===== config.mk =====
export PLATFORM = sky130hd
export DESIGN_NAME = addsub_arbiter
export DESIGN_NICKNAME = d
export VERILOG_FILES = /design/src/rtl/addsub_pkg.sv /design/src/rtl/addsub_core.sv /design/src/rtl/addsub_arbiter.sv
export SDC_FILE = /design/constraint.sdc
export NUM_CORES = 1
export LEC_CHECK = 0
export CAP_MARGIN = 20
export CORE_UTILIZATION = 51
export CTS_BUF_LIST = sky130_fd_sc_hd__clkbuf_16
export CTS_CLUSTER_SIZE = 28
export DETAILED_ROUTE_END_ITERATION = 10
export GPL_TIMING_DRIVEN = 0
export PLACE_DENSITY = 0.82
export SYNTH_ARGS = -nofsm -noshare
export SYNTH_HDL_FRONTEND = slang
export SYNTH_SLANG_ARGS = --single-unit
export TNS_END_PERCENT = 100

===== constraint.sdc =====
create_clock -name clk -period 5.1 [get_ports clk]
set_clock_uncertainty 0.1 [all_clocks]
set_input_delay 1.02 -clock clk [delete_from_list [all_inputs] [get_ports clk]]
set_output_delay 1.02 -clock clk [all_outputs]
set_load 0.01 [all_outputs]

===== src/rtl/addsub_pkg.sv =====
// Shared definitions for the two-requester add/subtract arbiter: widths, op
// encodings, FSM states and the round-robin pick used when both requesters ask.
package addsub_pkg;

    localparam int   DEFAULT_WIDTH = 8;
    localparam int   NUM_REQ       = 2;

    localparam logic OP_ADD = 1'b0;
    localparam logic OP_SUB = 1'b1;

    typedef enum logic [1:0] {
        IDLE = 2'd0,
        EXEC = 2'd1,
        RESP = 2'd2
    } state_e;

    // On a tie the requester that did not win last time is chosen.
    function automatic logic rr_grant(input logic [NUM_REQ-1:0] valid,
                                      input logic               last);
        logic pick;
        pick = 1'b0;
        if (valid == 2'b11) begin
            pick = ~last;
        end else if (valid[1]) begin
            pick = 1'b1;
        end
        return pick;
    endfunction

endpackage


===== src/rtl/addsub_core.sv =====
// Combinational two's-complement add/subtract with signed-overflow detection;
// one instance is shared by both requesters.
module addsub_core
    import addsub_pkg::*;
#(
    parameter int WIDTH = DEFAULT_WIDTH
) (
    input  logic signed [WIDTH-1:0] a,
    input  logic signed [WIDTH-1:0] b,
    input  logic                    op,
    output logic signed [WIDTH-1:0] result,
    output logic                    ovf
);

    logic sign_a;
    logic sign_b;
    logic sign_r;

    always_comb begin
        result = '0;
        ovf    = 1'b0;
        case (op)
            OP_SUB:  result = a - b;
            default: result = a + b;
        endcase

        sign_a = a[WIDTH-1];
        sign_b = b[WIDTH-1];
        sign_r = result[WIDTH-1];

        // Add overflows only when like signs produce an unlike result; subtract
        // only when unlike signs produce a result whose sign differs from a.
        if (op == OP_SUB) begin
            ovf = (sign_a != sign_b) && (sign_r != sign_a);
        end else begin
            ovf = (sign_a == sign_b) && (sign_r != sign_a);
        end
    end

endmodule


===== src/rtl/addsub_arbiter.sv =====
// Two requesters share one add/sub unit through a round-robin arbiter and an
// IDLE -> EXEC -> RESP controller with a single outstanding transaction.
module addsub_arbiter
    import addsub_pkg::*;
#(
    parameter int WIDTH = DEFAULT_WIDTH
) (
    input  logic                    clk,
    input  logic                    rst_n,
    input  logic [1:0]              req_valid,
    output logic [1:0]              req_ready,
    input  logic signed [WIDTH-1:0] a0,
    input  logic signed [WIDTH-1:0] b0,
    input  logic                    op0,
    input  logic signed [WIDTH-1:0] a1,
    input  logic signed [WIDTH-1:0] b1,
    input  logic                    op1,
    output logic                    rsp_valid,
    input  logic                    rsp_ready,
    output logic                    rsp_id,
    output logic signed [WIDTH-1:0] rsp_result,
    output logic                    rsp_ovf
);

    state_e state_q, state_d;
    logic   last_grant_q, last_grant_d;

    logic signed [WIDTH-1:0] a_q, a_d;
    logic signed [WIDTH-1:0] b_q, b_d;
    logic                    op_q, op_d;
    logic                    id_q, id_d;

    logic                    rsp_valid_q, rsp_valid_d;
    logic                    rsp_id_q, rsp_id_d;
    logic signed [WIDTH-1:0] rsp_result_q, rsp_result_d;
    logic                    rsp_ovf_q, rsp_ovf_d;

    logic signed [WIDTH-1:0] a_in  [NUM_REQ];
    logic signed [WIDTH-1:0] b_in  [NUM_REQ];
    logic [NUM_REQ-1:0]      op_in;

    logic                    grant_idx;
    logic                    idle_open;
    logic signed [WIDTH-1:0] core_result;
    logic                    core_ovf;

    assign a_in[0] = a0;
    assign b_in[0] = b0;
    assign op_in[0] = op0;
    assign a_in[1] = a1;
    assign b_in[1] = b1;
    assign op_in[1] = op1;

    assign grant_idx = rr_grant(req_valid, last_grant_q);
    // rst_n gates ready so nothing looks accepted while reset is held.
    assign idle_open = rst_n && (state_q == IDLE);

    generate
        for (genvar gi = 0; gi < NUM_REQ; gi++) begin : g_ready
            assign req_ready[gi] = idle_open && req_valid[gi] && (grant_idx == 1'(gi));
        end
    endgenerate

    addsub_core #(
        .WIDTH (WIDTH)
    ) u_core (
        .a      (a_q),
        .b      (b_q),
        .op     (op_q),
        .result (core_result),
        .ovf    (core_ovf)
    );

    always_comb begin
        state_d      = state_q;
        last_grant_d = last_grant_q;
        a_d          = a_q;
        b_d          = b_q;
        op_d         = op_q;
        id_d         = id_q;
        rsp_valid_d  = rsp_valid_q;
        rsp_id_d     = rsp_id_q;
        rsp_result_d = rsp_result_q;
        rsp_ovf_d    = rsp_ovf_q;

        case (state_q)
            IDLE: begin
                if (|req_ready) begin
                    a_d          = a_in[grant_idx];
                    b_d          = b_in[grant_idx];
                    op_d         = op_in[grant_idx];
                    id_d         = grant_idx;
                    last_grant_d = grant_idx;
                    state_d      = EXEC;
                end
            end
            EXEC: begin
                rsp_result_d = core_result;
                rsp_ovf_d    = core_ovf;
                rsp_id_d     = id_q;
                rsp_valid_d  = 1'b1;
                state_d      = RESP;
            end
            RESP: begin
                if (rsp_ready) begin
                    rsp_valid_d = 1'b0;
                    state_d     = IDLE;
                end
            end
            default: begin
                rsp_valid_d = 1'b0;
                state_d     = IDLE;
            end
        endcase
    end

    always_ff @(posedge clk or negedge rst_n) begin
        if (!rst_n) begin
            state_q      <= IDLE;
            last_grant_q <= 1'b1;
            a_q          <= '0;
            b_q          <= '0;
            op_q         <= OP_ADD;
            id_q         <= 1'b0;
            rsp_valid_q  <= 1'b0;
            rsp_id_q     <= 1'b0;
            rsp_result_q <= '0;
            rsp_ovf_q    <= 1'b0;
        end else begin
            state_q      <= state_d;
            last_grant_q <= last_grant_d;
            a_q          <= a_d;
            b_q          <= b_d;
            op_q         <= op_d;
            id_q         <= id_d;
            rsp_valid_q  <= rsp_valid_d;
            rsp_id_q     <= rsp_id_d;
            rsp_result_q <= rsp_result_d;
            rsp_ovf_q    <= rsp_ovf_d;
        end
    end

    assign rsp_valid  = rsp_valid_q;
    assign rsp_id     = rsp_id_q;
    assign rsp_result = rsp_result_q;
    assign rsp_ovf    = rsp_ovf_q;

endmodule


# Yosys cells after proc, flatten, opt, wreduce, memory -nomap -nowiden
# Index checks and enable logic that the tools add are counted.
# word_totals
mem_bits_ro	0
wordCells	55
n_memories	0
mem_bits_rw	0
inputBits	39
regBits	32
output_inout_bits	13
latch_bits	0
# op_classes
n_lt_le_gt_ge	2
n_div	0
shift	0
bitwise	4
n_reduce_logical	12
eq_ne	8
multipliers	0
mux	17
addsub	2
# op_table
op	n
8-bit two-way mux	7
8-bit adder	1
8-bit subtractor	1
1-bit logical AND	7
1-bit two-way mux	6
2-bit one-hot mux with 3 select lines	1
2-bit AND reduction	3
2-bit equality test (second input constant)	2
2-bit two-way mux	2
1-bit NOT	3
1-bit one-hot mux with 3 select lines	1
2-bit by 1-bit equality test with 1-bit output (second input constant)	1
2-bit greater-or-equal comparator (second input constant)	1
2-bit zero test	1
1-bit by 2-bit < comparator with 1-bit output (second input constant)	1
1-bit inequality test	2
2-bit by 1-bit inequality test with 1-bit output (second input constant)	1
2-bit inequality test (second input constant)	1
1-bit NOT with 2-bit output	1
2-bit OR reduction	1
1-bit equality test	1

# Logic depth before layout (Yosys ltp)
# logic_depth
word_depth	7
depth_mapped	10
depth_no_buf	10

# Cells and area by module
# Synthesis repeated with hierarchy kept, for this count alone.
# hier_totals
cells_unflattened	165
hier_area_um2	1923.1
# by_module_without_submodules
mod	instances	area_each_um2	cells_per_inst	seq_area_each_um2
addsub_arbiter	1	1460.2	103	802.0
addsub_core	1	462.9	62	0.0

# Least setup slack after synthesis
# No wires, ideal clock.
# synth_timing
path_kind	input to output
from	in req_valid[1]
to	out req_ready[0]
cell_stages	4
required_time_ps	3980
n_path_buf	2
setup_slack_ps	2306
t_arrival_ps	1674
cell_sequence	a21boi_1 -> buf_4 -> buf_4 -> nor2_1
# synth_between
elab_chain_len	4
elab_cells_between_ends	5
cone_classes	1 x eq/ne; 2 x mux; 1 x bitwise; 1 x reduce/logical
# synth_rtl
item	line	text
start, declared	addsub_arbiter.sv:10	input logic [1:0] req_valid,
2-bit equality test or 1-bit two-way mux (tied branches)	addsub_pkg.sv:22, addsub_pkg.sv:24	
1-bit two-way mux (*)	addsub_pkg.sv:22	if (valid == 2'b11) begin
1-bit NOT (*)	addsub_arbiter.sv:60	assign req_ready[gi] = idle_open && req_valid[gi] && (grant_idx == 1'(gi));
1-bit logical AND (*)	addsub_arbiter.sv:60	
end, declared	addsub_arbiter.sv:11	output logic [1:0] req_ready,
# Mark *: on every way between the ends. The rest lies on a longest branch, timed or not.

# Worst setup path in the final report
# layout_timing
from	in rst_n
to	out req_ready[0]
# layout_between
elab_chain_len	3
# layout_rtl
item	line	text
start, declared	addsub_arbiter.sv:9	input logic rst_n,
1-bit logical AND	addsub_arbiter.sv:56	assign idle_open = rst_n && (state_q == IDLE);
1-bit logical AND (2 in a row)	addsub_arbiter.sv:60	
# No other way between the ends.

==> impl_metrics.py <==
metrics = {
    "run_status": {
        "status": "finished clean",
    },
    "timing": {
        "worst_slew_pin_slew_ps": 725,
        "fin_crit_ps": 3940,
        "slew_viol_final": 0,
        "finalSetupViolations": 0,
        "rsz0062_at_grt": "false",
        "tns_ps": 0,
        "hold_viol_final": 0,
        "setup_slack_ps": 1160,
        "max_freq_ghz": 0.254,
        "relSlewSlack_pct": 51.7,
        "finalCritPeriodShare_pct": 77.2,
    },
    "flow_run": {
        "cap_violations": 0,
    },
    "placement": {
        "place_inst": 280,
        "io_buffers": 51,
        "pre_cts_slack_ps": 1140,
        "gp_congestion": 0.772,
        "place_hpwl_um": 2870,
        "dpl_cell_area_mm2": 0.00242,
    },
    "critical_path": {
        "crit_required_ps": 3980,
        "start_kind": "primary input",
        "arrival_ps": 2820,
        "cp-end-kind": "output port",
        "cp_max_fo": 33,
        "path_class": "in2out",
    },
    "global_route": {
        "antenna_found_initial": 0,
        "grt_pass1_wl_um": 6780,
        "grtUsageTotal_pct": 22.6,
        "grt_overflow_total": 0,
        "grt_max_degree": 34,
        "grt_pass1_vias": 1487,
    },
    "floorplanning": {
        "die_y_um": 62.3,
        "io_pins": 52,
        "die_x_um": 62.3,
        "std_cell_rows": 21,
        "initial_core_util_pct": 54.3,
        "dieArea_mm2": 0.00388,
        "core_region_area_mm2": 0.00342,
    },
    "power": {
        "power_density_mw_per_mm2": 651,
        "ir_drop_v": 0.000339,
        "total_power_w": 0.00166,
        "p_leak_nw": 1.13,
    },
    "logic_synthesis": {
        "yosys-top-cells-area": "dfrtp_1, mux2i_1, a21oi_1",
        "synth_seq_cells": 32,
        "synth_cell_types": 34,
        "syn_area_mm2": 0.00186,
        "synthCells": 183,
        "yosysWarnings": 0,
        "syn_nets": 231,
        "synth_top_area_share_pct": 41.8,
        "yosysSeqAreaShare_pct": 43.2,
        "avgSynthCellArea_um2": 10.1,
        "yosys.area.top_type": "dfrtp_1",
    },
    "layout": {
        "syn2layout_area_growth_pct": 37.7,
        "n_fill_cell": 264,
        "instances_no_fill": 288,
        "design_area_mm2": 0.00255,
        "nets": 289,
        "num_antenna_cells": 0,
        "final_layout_size_suffix_gt1_share_pct": 9.92,
    },
    "cts": {
        "cts.sinks": 32,
        "cts_buffers": 5,
        "htreeDepth": 2,
        "cts_resized": 0,
        "cts_root_buf": "clkbuf_16",
        "path_clk_slew_ps": 50,
        "clk_latency_ps": 270,
        "tritoncts": "yes",
        "hold_buffers": 0,
        "cts_setup_buffers": 0,
        "clk_path_buf_depth": 2,
    },
    "routing": {
        "drtIter0Drc": 54,
        "drt-vias-per-instance": 5.16,
        "ant_nets": 0,
        "vias": 1486,
        "first_pass_iters": 4,
        "routed_wl_um": 3820,
        "wl_per_cell_um": 13.3,
        "drc_errors": 0,
    },
    "worst_hold_path": {
        "hold_path.class": "reg2reg",
    },
}
==> synthesized netlist by cell type, drive strengths merged <==
cell type	instances
dfrtp	31
a21oi	23
nor2	22
mux2i	18
nand2	11
xnor2	11
o21ai	9
buf	8
ha	8
inv	8
a21o	5
a31oi	5
xor2	4
nor3b	3
mux2	2
nor3	2
o21a	2
a21boi	1
a31o	1
and2	1
and4	1
clkbuf	1
dfstp	1
fa	1
nand2b	1
nand3	1
o31ai	1
or4	1
==> metrics by stage <==
stage               hold WS (ps)  util (%)
floorplan                    346         -
global placement             360      71.0
detailed placement           369      70.8
CTS                          380      74.8
global route                 389      74.8
finish                       376      74.8
==> cell families after synthesis <==
logic type               count (synthesis)  share of synthesized area, %
adder cells (fa/ha/maj)                  9                          6.47
flip-flops                              32                          43.2
XOR/XNOR                                15                          7.08
AO/OA/AOI/OAI                           47                          16.1
buffers and inverters                   17                          5.06
AND/OR/NAND/NOR                         43                          11.1
multiplexers                            20                          10.9
==> layout by cell type (no fill, tap or decap) <==
master	n
clkdlybuf4s50_1	50
dfrtp_1	31
nor2_1	22
a21oi_1	22
mux2i_1	18
inv_1	11
xnor2_1	11
nand2_1	11
ha_1	8
a21o_1	5
o21ai_0	5
clkbuf_16	5
buf_2	4
a31oi_1	4
xor2_1	4
o21ai_1	4
buf_4	3
nor3_2	2
o21a_1	2
buf_6	2
mux2_2	2
nor3b_1	2
a21boi_1	1
nor3b_2	1
and2_1	1
nand2b_1	1
clkbuf_1	1
a31oi_4	1
and4_2	1
a31o_1	1
a21oi_4	1
o31ai_2	1
or4_1	1
nand3_1	1
fa_1	1
dfstp_2	1
==> worst max-delay path: stages <==
cell             delay, ps
buf_2                  560
nor3b_2                480
nand2_1                130
nor2_1                  90
clkdlybuf4s50_1        530
==> cell type report <==
type                            instances  area (um^2)  area share [%]
Buffer                                  9         63.8            2.50
Clock buffer                            5          125            4.90
Clock inverter                          3         11.3           0.441
Inverter                                8         30.0            1.18
Multi-Input combinational cell        134          960            37.6
Sequential cell                        32          802            31.4
Tap cell                               46         57.6            2.25
Timing Repair Buffer                   51          505            19.8
==> sequential cells by signal, summed over array words and instances (netlist names) <==
register      count
op_q              1
state_q           2
a_q               8
b_q               8
last_grant_q      1
rsp_ovf           1
rsp_result        8
id_q              1
rsp_valid         1
rsp_id            1
==> where the power goes <==
part           internal, W  switching (W)  total, W  leakage [nW]
Combinational     0.000467       0.000469  0.000935         0.682
Clock             0.000175      0.0000976  0.000272        0.0776
Sequential        0.000369      0.0000871  0.000456         0.369
==> routing by layer <==
metal  up-vias  global-route usage, %  part of all wire (%)
met4         0                   10.2                   1.7
met3         8                   4.04                   3.5
met2        40                   39.7                    52
met5         -                      0                     0
met1       690                   26.9                    43
li1        748                      -                     -
==> final timing paths <==
check,startpoint,end,slack (ps),cells past startpoint
worst max-delay path,rst_n,req_ready[0],1160,5
worst min-delay path,rsp_result[0],rsp_result[0],380,2
worst max register to register,b_q[0],rsp_ovf,2550,10
worst min register to register,rsp_result[0],rsp_result[0],380,2
max in group asynchronous,rst_n,rsp_valid,3730,1
min in group asynchronous,rst_n,rsp_ovf,700,1
Note: power is estimated with default switching activity, not from simulation.
